[src/rtl/uart_rx_pkg.sv]
// Shared types and constants for the UART receive frame engine.
package uart_rx_pkg;

  typedef enum logic [2:0] {
    IDLE   = 3'd0,
    START  = 3'd1,
    DATA   = 3'd2,
    PARITY = 3'd3,
    STOP   = 3'd4
  } rx_state_e;

  localparam logic [5:0] PRESCALE_8  = 6'd8;
  localparam logic [5:0] PRESCALE_16 = 6'd16;
  localparam logic [5:0] PRESCALE_32 = 6'd32;

  localparam int DATA_WIDTH_DEF = 8;

  function automatic logic majority3(input logic [2:0] s);
    return (s[0] & s[1]) | (s[0] & s[2]) | (s[1] & s[2]);
  endfunction

endpackage

[src/rtl/uart_rx_sampler.sv]
// Per-bit edge counter, three-point majority sampler and bit-end strobe.
module uart_rx_sampler
  import uart_rx_pkg::*;
(
  input  logic       clk,
  input  logic       rst,
  input  logic       rx_in,
  input  logic [5:0] prescale,
  input  logic       start,
  input  logic       active,
  output logic       bit_val,
  output logic       bit_end
);

  logic [5:0] edge_cnt_q, edge_cnt_d;
  logic [2:0] samp_q, samp_d;
  logic [5:0] half_s;
  logic [5:0] last_s;

  assign half_s = {1'b0, prescale[5:1]};
  assign last_s = prescale - 6'd1;

  // The start-detect clock is edge 0 of the start bit, so counting resumes at 1.
  always_comb begin
    edge_cnt_d = edge_cnt_q;
    samp_d     = samp_q;
    if (start) begin
      edge_cnt_d = 6'd1;
    end else if (active) begin
      if (edge_cnt_q == last_s) begin
        edge_cnt_d = 6'd0;
      end else begin
        edge_cnt_d = edge_cnt_q + 6'd1;
      end
    end else begin
      edge_cnt_d = 6'd0;
    end
    if (edge_cnt_q == half_s - 6'd1) begin
      samp_d[0] = rx_in;
    end else if (edge_cnt_q == half_s) begin
      samp_d[1] = rx_in;
    end else if (edge_cnt_q == half_s + 6'd1) begin
      samp_d[2] = rx_in;
    end else begin
      samp_d = samp_q;
    end
  end

  // Counter and sample registers.
  always_ff @(posedge clk or negedge rst) begin
    if (!rst) begin
      edge_cnt_q <= 6'd0;
      samp_q     <= 3'b000;
    end else begin
      edge_cnt_q <= edge_cnt_d;
      samp_q     <= samp_d;
    end
  end

  assign bit_val = majority3(samp_q);
  assign bit_end = active && (edge_cnt_q == last_s);

endmodule

[src/rtl/uart_rx_frame.sv]
// UART receive frame engine: start detect, LSB-first data, optional parity, stop check.
module uart_rx_frame
  import uart_rx_pkg::*;
#(
  parameter int DATA_WIDTH = DATA_WIDTH_DEF
) (
  input  logic                  clk,
  input  logic                  rst,
  input  logic                  rx_in,
  input  logic [5:0]            prescale,
  input  logic                  parity_enable,
  input  logic                  parity_type,
  output logic [DATA_WIDTH-1:0] p_data,
  output logic                  data_valid,
  output logic                  parity_error,
  output logic                  stop_error
);

  localparam int CW = (DATA_WIDTH > 1) ? $clog2(DATA_WIDTH) : 1;
  localparam logic [CW-1:0] LAST_BIT = CW'(DATA_WIDTH - 1);

  rx_state_e             state_q, state_d;
  logic [CW-1:0]         bit_cnt_q, bit_cnt_d;
  logic [DATA_WIDTH-1:0] shift_q, shift_d;
  logic [DATA_WIDTH-1:0] p_data_q, p_data_d;
  logic                  par_en_q, par_en_d;
  logic                  par_type_q, par_type_d;
  logic                  par_flag_q, par_flag_d;
  logic                  data_valid_q, data_valid_d;
  logic                  parity_error_q, parity_error_d;
  logic                  stop_error_q, stop_error_d;
  logic                  bit_val_s, bit_end_s;
  logic                  start_s, active_s;

  function automatic logic exp_parity(input logic [DATA_WIDTH-1:0] d, input logic odd);
    return odd ? ~(^d) : (^d);
  endfunction

  assign start_s  = (state_q == IDLE) && !rx_in;
  assign active_s = (state_q != IDLE);

  uart_rx_sampler u_sampler (
    .clk      (clk),
    .rst      (rst),
    .rx_in    (rx_in),
    .prescale (prescale),
    .start    (start_s),
    .active   (active_s),
    .bit_val  (bit_val_s),
    .bit_end  (bit_end_s)
  );

  // Frame FSM: every decision is taken on the bit-end strobe using the majority value.
  always_comb begin
    state_d        = state_q;
    bit_cnt_d      = bit_cnt_q;
    shift_d        = shift_q;
    p_data_d       = p_data_q;
    par_en_d       = par_en_q;
    par_type_d     = par_type_q;
    par_flag_d     = par_flag_q;
    data_valid_d   = 1'b0;
    parity_error_d = 1'b0;
    stop_error_d   = 1'b0;
    case (state_q)
      IDLE: begin
        if (!rx_in) begin
          state_d    = START;
          par_en_d   = parity_enable;
          par_type_d = parity_type;
          bit_cnt_d  = '0;
        end else begin
          state_d = IDLE;
        end
      end
      START: begin
        if (bit_end_s) begin
          state_d = bit_val_s ? IDLE : DATA;
        end else begin
          state_d = START;
        end
      end
      DATA: begin
        if (bit_end_s) begin
          shift_d[bit_cnt_q] = bit_val_s;
          if (bit_cnt_q == LAST_BIT) begin
            bit_cnt_d = '0;
            state_d   = par_en_q ? PARITY : STOP;
          end else begin
            bit_cnt_d = bit_cnt_q + CW'(1);
          end
        end else begin
          state_d = DATA;
        end
      end
      PARITY: begin
        if (bit_end_s) begin
          par_flag_d = (bit_val_s != exp_parity(shift_q, par_type_q));
          state_d    = STOP;
        end else begin
          state_d = PARITY;
        end
      end
      STOP: begin
        if (bit_end_s) begin
          stop_error_d   = !bit_val_s;
          parity_error_d = par_flag_q;
          data_valid_d   = bit_val_s && !par_flag_q;
          if (data_valid_d) begin
            p_data_d = shift_q;
          end else begin
            p_data_d = p_data_q;
          end
          par_flag_d = 1'b0;
          state_d    = IDLE;
        end else begin
          state_d = STOP;
        end
      end
      default: state_d = IDLE;
    endcase
  end

  // State, datapath and registered outputs.
  always_ff @(posedge clk or negedge rst) begin
    if (!rst) begin
      state_q        <= IDLE;
      bit_cnt_q      <= '0;
      shift_q        <= '0;
      p_data_q       <= '0;
      par_en_q       <= 1'b0;
      par_type_q     <= 1'b0;
      par_flag_q     <= 1'b0;
      data_valid_q   <= 1'b0;
      parity_error_q <= 1'b0;
      stop_error_q   <= 1'b0;
    end else begin
      state_q        <= state_d;
      bit_cnt_q      <= bit_cnt_d;
      shift_q        <= shift_d;
      p_data_q       <= p_data_d;
      par_en_q       <= par_en_d;
      par_type_q     <= par_type_d;
      par_flag_q     <= par_flag_d;
      data_valid_q   <= data_valid_d;
      parity_error_q <= parity_error_d;
      stop_error_q   <= stop_error_d;
    end
  end

  assign p_data       = p_data_q;
  assign data_valid   = data_valid_q;
  assign parity_error = parity_error_q;
  assign stop_error   = stop_error_q;

endmodule

[config.mk]
export PLATFORM = sky130hd
export DESIGN_NAME = uart_rx_frame
export DESIGN_NICKNAME = d
export VERILOG_FILES = /design/src/rtl/uart_rx_pkg.sv /design/src/rtl/uart_rx_sampler.sv /design/src/rtl/uart_rx_frame.sv
export SDC_FILE = /design/constraint.sdc
export NUM_CORES = 1
export LEC_CHECK = 0
export CAP_MARGIN = 15
export CORE_MARGIN = 4
export CORE_UTILIZATION = 45
export DETAILED_ROUTE_END_ITERATION = 7
export DONT_BUFFER_PORTS = 1
export GPL_ROUTABILITY_DRIVEN = 0
export HOLD_SLACK_MARGIN = 0.06
export SLEW_MARGIN = 30
export SYNTH_ARGS = -nofsm -noshare
export SYNTH_HDL_FRONTEND = slang
export SYNTH_SLANG_ARGS = --single-unit
export TNS_END_PERCENT = 5
[constraint.sdc]
create_clock -name clk -period 2.55 [get_ports clk]
set_clock_uncertainty 0.1 [all_clocks]
set_input_delay 0.51 -clock clk [delete_from_list [all_inputs] [get_ports clk]]
set_output_delay 0.51 -clock clk [all_outputs]
set_load 0.005 [all_outputs]
==> results.ini, run 1 <==
[sta]
worstMarginPinSlew_ns=0.655
slew_violations=0
rsz0062_at_grt=false
period_needed_ns=2.29
clock.fmax_mhz=436
finalCritPeriodShare=0.900
fin_hold_ws_ns=0.244
slew_headroom=0.560
final.setup.tns_ns=0
setup-violations-final=0
setup_slack_ns=0.256
hold_viol=0

[floorplan]
die_x_um=81.4
initial_core_util=0.469
die_h_um=81.4
io_pins=22
core_region_area_um2=5170
design.die.area_um2=6620
row_count=26

[outcome]
status=complete, no violations

[detailed_routing]
via_count=1715
vias_per_cell=5.60
detail-route-antenna-nets=0
wl_per_cell_um=15.5
drt_iter0_drc=117
drtPass1Iterations=5
drc=0
drt_wl_total_um=4760

[clock_tree]
clock_path_buffers=2
cts-htree-levels=2
cts_root_buf=clkbuf_8
cts-resized-gates=0
cts_tree=yes
cts.clk_slew.worst_paths_ns=0.08
clkSinkCount=37
cts_made_buffers=5
clk_latency_ns=0.29

[layout]
multi_input_area_um2=1360
fillCellCount=479
ff_latch_area_um2=926
antenna_cells=0
drive_above_1_share=0.199
area_growth_pct=10.2
layout.nets=253
fin_util=0.516

[synthesis]
yosysWarnings=0
synth_edf_count=0
ys_ff_latch=37
synth-async-reset-ratio=1.00
yosysTopAreaCell=dfrtp_1
syn-num-nets=256
synth.top_cells.by_count=dfrtp_1 (37), mux2_2 (23), xnor2_1 (18)
synth_area_leaders=dfrtp_1 (38%), mux2_2 (11%), xnor2_1 (6.5%)
synth_most_common_cell=dfrtp_1
synth_top_area_frac=0.382
synth_cell_types=50
syn_area_um2=2420
avgSynthCellArea_um2=10.2
ys.flop_type=dfrtp_1
seq_area_frac_synth=0.382
syn_inst=238

[grt]
antenna_found_initial=0
grt_max_degree=38
grt_overflow=0
grt_pass1_wl_um=8360
grt_pass1_vias=1712
track_usage=0.163

[power_and_ir_drop]
p_per_area_nw_per_um2=830
internal-power_mw=1.42
seqPwrFrac=0.368
combinationalPowerShare=0.353
swShare=0.358
peakVddDrop_uv=529
clkPwrFrac=0.279
p_leak_nw=1.13
p_switching_uw=793

[placed_design]
dp_hpwl_um=3430
pre_cts_ws_ns=0.0549
io_buffers=0

[worst_setup_path]
arrival_ns=2.37
crit_type=reg2reg
cp_data_required_time_ns=2.63
endpoint_kind=flop
startpoint_type=flop
crit_path_max_fanout=21
r2r_slack_ns=0.26

[worst_hold_path]
worstHoldPathType=in2reg

[run]
cap_violations=0

-- registers in the layout, summed over array words and instances, names as in the netlist --
| register | count |
|---|---|
| shift_q | 8 |
| p_data | 8 |
| par_en_q | 1 |
| state_q | 3 |
| u_sampler.edge_cnt_q | 6 |
| u_sampler.samp_q | 3 |
| par_flag_q | 1 |
| data_valid | 1 |
| parity_error | 1 |
| par_type_q | 1 |
| bit_cnt_q | 3 |
| stop_error | 1 |
-- placed cells by master, fill, tap and decap left out, types with 2 or more instances in the layout --
master	netlist	routed
nor2b_1	5	5
nand4b_1	2	2
nand4_1	3	3
nor3_1	10	10
nor3b_1	6	6
a211oi_1	3	3
or4_1	2	2
clkbuf_8	0	5
nand3_1	3	3
nand3b_1	2	2
o31ai_1	3	3
nand2b_1	9	9
and3_1	2	2
nand2_1	9	9
a21oi_1	6	6
dfrtp_1	37	37
a31oi_1	3	3
nor2_1	8	8
nor4_4	2	2
bufinv_16	0	2
inv_1	9	9
nor4_1	14	14
buf_4	2	7
xor2_1	9	9
mux2_2	23	23
xnor2_1	18	18
and4_1	2	2
ha_1	7	7
buf_12	0	3
-- area by class of cell --
cell class,instances,area share
Clock buffer,5,0.0258
Clock inverter,3,0.0258
Inverter,9,0.0126
Multi-Input combinational cell,171,0.511
Sequential cell,37,0.347
Tap cell,70,0.0328
Timing Repair Buffer,11,0.0459
-- cell families (layout without fill, tap and decap cells) --
| family | after synthesis | count (layout) | synth area share |
|---|---|---|---|
| simple gates | 86 | 86 | 0.228 |
| flops | 37 | 37 | 0.382 |
| buf+inv | 30 | 28 | 0.0552 |
| xor+xnor | 28 | 28 | 0.107 |
| compound gates | 25 | 25 | 0.0764 |
| mux | 24 | 24 | 0.111 |
| fa+ha+maj | 8 | 8 | 0.0403 |
-- metrics by stage --
step / instance area [µm²] / power (mW) / instances
global placement: 2500 / 1.58 / 296
floorplan: 2420 / 1.43 / 238
finish: 2670 / 2.22 / 306
CTS: 2670 / 2.24 / 306
global route: 2670 / 2.38 / 306
detailed placement: 2500 / 1.59 / 296
-- path summary, 6_finish.rpt --
check / startpoint / to / depth (start not counted)
worst max-delay path: u_sampler.edge_cnt_q[2] / p_data[3] / 7
worst min-delay path: parity_enable / par_en_q / 2
worst max register to register: u_sampler.edge_cnt_q[2] / p_data[3] / 7
worst min register to register: u_sampler.samp_q[0] / u_sampler.samp_q[0] / 1
max in group asynchronous: rst / shift_q[2] / 2
min in group asynchronous: rst / u_sampler.edge_cnt_q[1] / 2
-- critical path, stage by stage, from the launching register on --
cell and delay (ns):
dfrtp_1 0.56, and2b_1 0.23, and4_1 0.23, nor3_2 0.06
buf_12 0.16, nor4_4 0.26, buf_4 0.21, mux2_2 0.35
-- repair_timing --
item / 4_1_cts / 5_1_grt
setup buffers: 0 / 0
hold buffers: 2 / 0
hold endpoints to repair: 37 / 0
-- power groups by stage --
stage	combinational (mW)	sequential, mW	clock [mW]
6_report	0.782	0.816	0.618
5_1_grt	0.880	0.839	0.658
4_1_cts	0.787	0.816	0.635
3_5_place_dp	0.765	0.826	0
3_3_place_gp	0.757	0.824	0
2_1_floorplan	0.684	0.742	0
-- metal layers --
metal  wire length, µm  track usage
met1              2320        0.236
met2              2170        0.246
met3               211       0.0355
met4                55       0.0422
met5                 0            0
No activity file was read; power rests on OpenSTA's default activity.
==> run 2, diff against run 1 <==
- GPL_ROUTABILITY_DRIVEN: 0 -> not set
==> results of run 2 <==
No change in the layout: final DEF, timing and power equal those of run 1.
==> run 3, diff against run 2 <==
- CORE_UTILIZATION: 45 -> 35
==> run 3 against run 2 <==
Effect of this change: wire length increased by 1.9%; first-iteration DRC count decreased by 16%; clock-buffer cell count increased by 1; utilization decreased by 12 points; critical path depth unchanged; cell count increased by 2.9%; design area decreased by 0.47%; maximum frequency increased by 2.3%; via count decreased by 0.52%; non-clock buffer count decreased by 1; register-to-register slack improved by 0.05 ns; total power decreased by 3.4%; highest routed layer unchanged.
==> results.ini, run 3 (same netlist as run 1, synthesis figures left out) <==
[power_and_ir_drop]
p_per_area_nw_per_um2=805
p_leak_nw=1.11
peakVddDrop_uv=244

[placed_design]
place.gp.congestion=0.815
io_buffers=0
pre_cts_ws_ns=0.0523
dp_hpwl_um=3420

[floorplan]
initial_core_util=0.359
die_x_um=91.2
io_pins=22
row_count=30
core_region_area_um2=6760
design.die.area_um2=8320
die_h_um=91.2

[worst_setup_path]
crit_type=reg2reg
crit_path_max_fanout=21
cp_data_required_time_ns=2.63
critPathMaxStageDelay_ns=0.50
cpLargestDelayFamily=simple AND/OR/NAND/NOR gates
cp_num_buf_inv=2
cpMaxStageDelayCell=dfrtp_1
startpoint_type=flop
endpoint_kind=flop
arrival_ns=2.32
path_cells=xor2_1 -> and4_1 -> nor3_2 -> buf_12 -> nor4_4 -> buf_4 -> mux2_2

[sta]
worstMarginPinSlew_ns=0.613
rsz0062_at_grt=false
setup-violations-final=0
final.setup.tns_ns=0
hold_viol=0
period_needed_ns=2.24
slew_headroom=0.588
slew_violations=0
finalCritPeriodShare=0.879
clock.fmax_mhz=446
setup_slack_ns=0.308

[layout]
antenna_cells=0
final_cell_mix=dfrtp_1 (37), mux2_2 (23), xnor2_1 (18), nor4_1 (14), nor3_1 (10)
fillCellCount=669
drive_above_1_share=0.196
layout.nets=252
final_common_cell=dfrtp_1
area_growth_pct=9.71

[grt]
track_usage=0.121
grt_max_degree=38
grt_pass1_wl_um=8290
grt_pass1_vias=1668
antenna_found_initial=0
grt_overflow=0

[detailed_routing]
vias_per_cell=5.42
wl_per_cell_um=15.4
detail-route-antenna-nets=0
drt_iter0_drc=98
via_count=1706
drtPass1Iterations=4
drc=0
drt_wl_total_um=4850

[clock_tree]
cts_tree=yes
cts.clk_slew.worst_paths_ns=0.08
clock_path_buffers=2
cts_root_buf=clkbuf_8
post-cts-setup-buffers=0
clkSinkCount=37
hold_buffers=2
cts-htree-levels=2
clk_latency_ns=0.29
cts_made_buffers=5
cts-resized-gates=0

[run]
cap_violations=0

[outcome]
status=complete, no violations

[worst_hold_path]
worstHoldPathType=in2reg

-- run 3: changes by cell type in the layout (fill, tap and decap cells not counted), sizes merged --
cell,before,now
buf,10,9
bufinv,2,1
clkbuf,5,6
clkinvlp,0,1
inv,10,9
-- run 3: final cells by class --
type | count | area (µm²) | area share
clock inverters | 2 | 37.5 | 0.0141
multi-input cells | 171 | 1360 | 0.513
flip-flops and latches | 37 | 926 | 0.348
clock buffers | 6 | 82.6 | 0.0311
repair buffers | 10 | 115 | 0.0433
inverters | 9 | 33.8 | 0.0127
well taps | 80 | 100 | 0.0376
-- run 3: metrics by stage --
stage / instance area [µm²] / power (mW) / cells / utilization / hold slack (ns)
after floorplan: 2420 / 1.43 / 238 / - / 0.114
after detailed placement: 2510 / 1.61 / 305 / 0.371 / 0.115
after CTS: 2660 / 2.16 / 315 / 0.394 / 0.239
after global placement: 2510 / 1.59 / 305 / 0.371 / 0.116
after global routing: 2660 / 2.29 / 315 / 0.394 / 0.257
final: 2660 / 2.14 / 315 / 0.394 / 0.247
-- run 3: power breakdown --
| group | internal (mW) | switching (mW) | total (mW) |
|---|---|---|---|
| clock network | 0.318 | 0.207 | 0.525 |
| logic | 0.351 | 0.455 | 0.806 |
| registers | 0.687 | 0.123 | 0.810 |
| total | 1.36 | 0.785 | 2.14 |
-- run 3: layer usage --
| layer | share of wire | global-route usage |
|---|---|---|
| met1 | 0.50 | 0.164 |
| met2 | 0.45 | 0.187 |
| met3 | 0.029 | 0.0323 |
| met4 | 0.016 | 0.0427 |
| met5 | 0 | 0 |
-- run 3: final timing paths --
path,from,endpoint,slack [ns],depth (start not counted)
worst min-delay path,parity_enable,par_en_q,0.25,2
max in group asynchronous,rst,u_sampler.samp_q[2],1.56,2
worst min register to register,u_sampler.samp_q[1],u_sampler.samp_q[1],0.41,1
worst max register to register,u_sampler.edge_cnt_q[4],p_data[3],0.31,7
worst max-delay path,u_sampler.edge_cnt_q[4],p_data[3],0.31,7
min in group asynchronous,rst,p_data[0],0.59,2
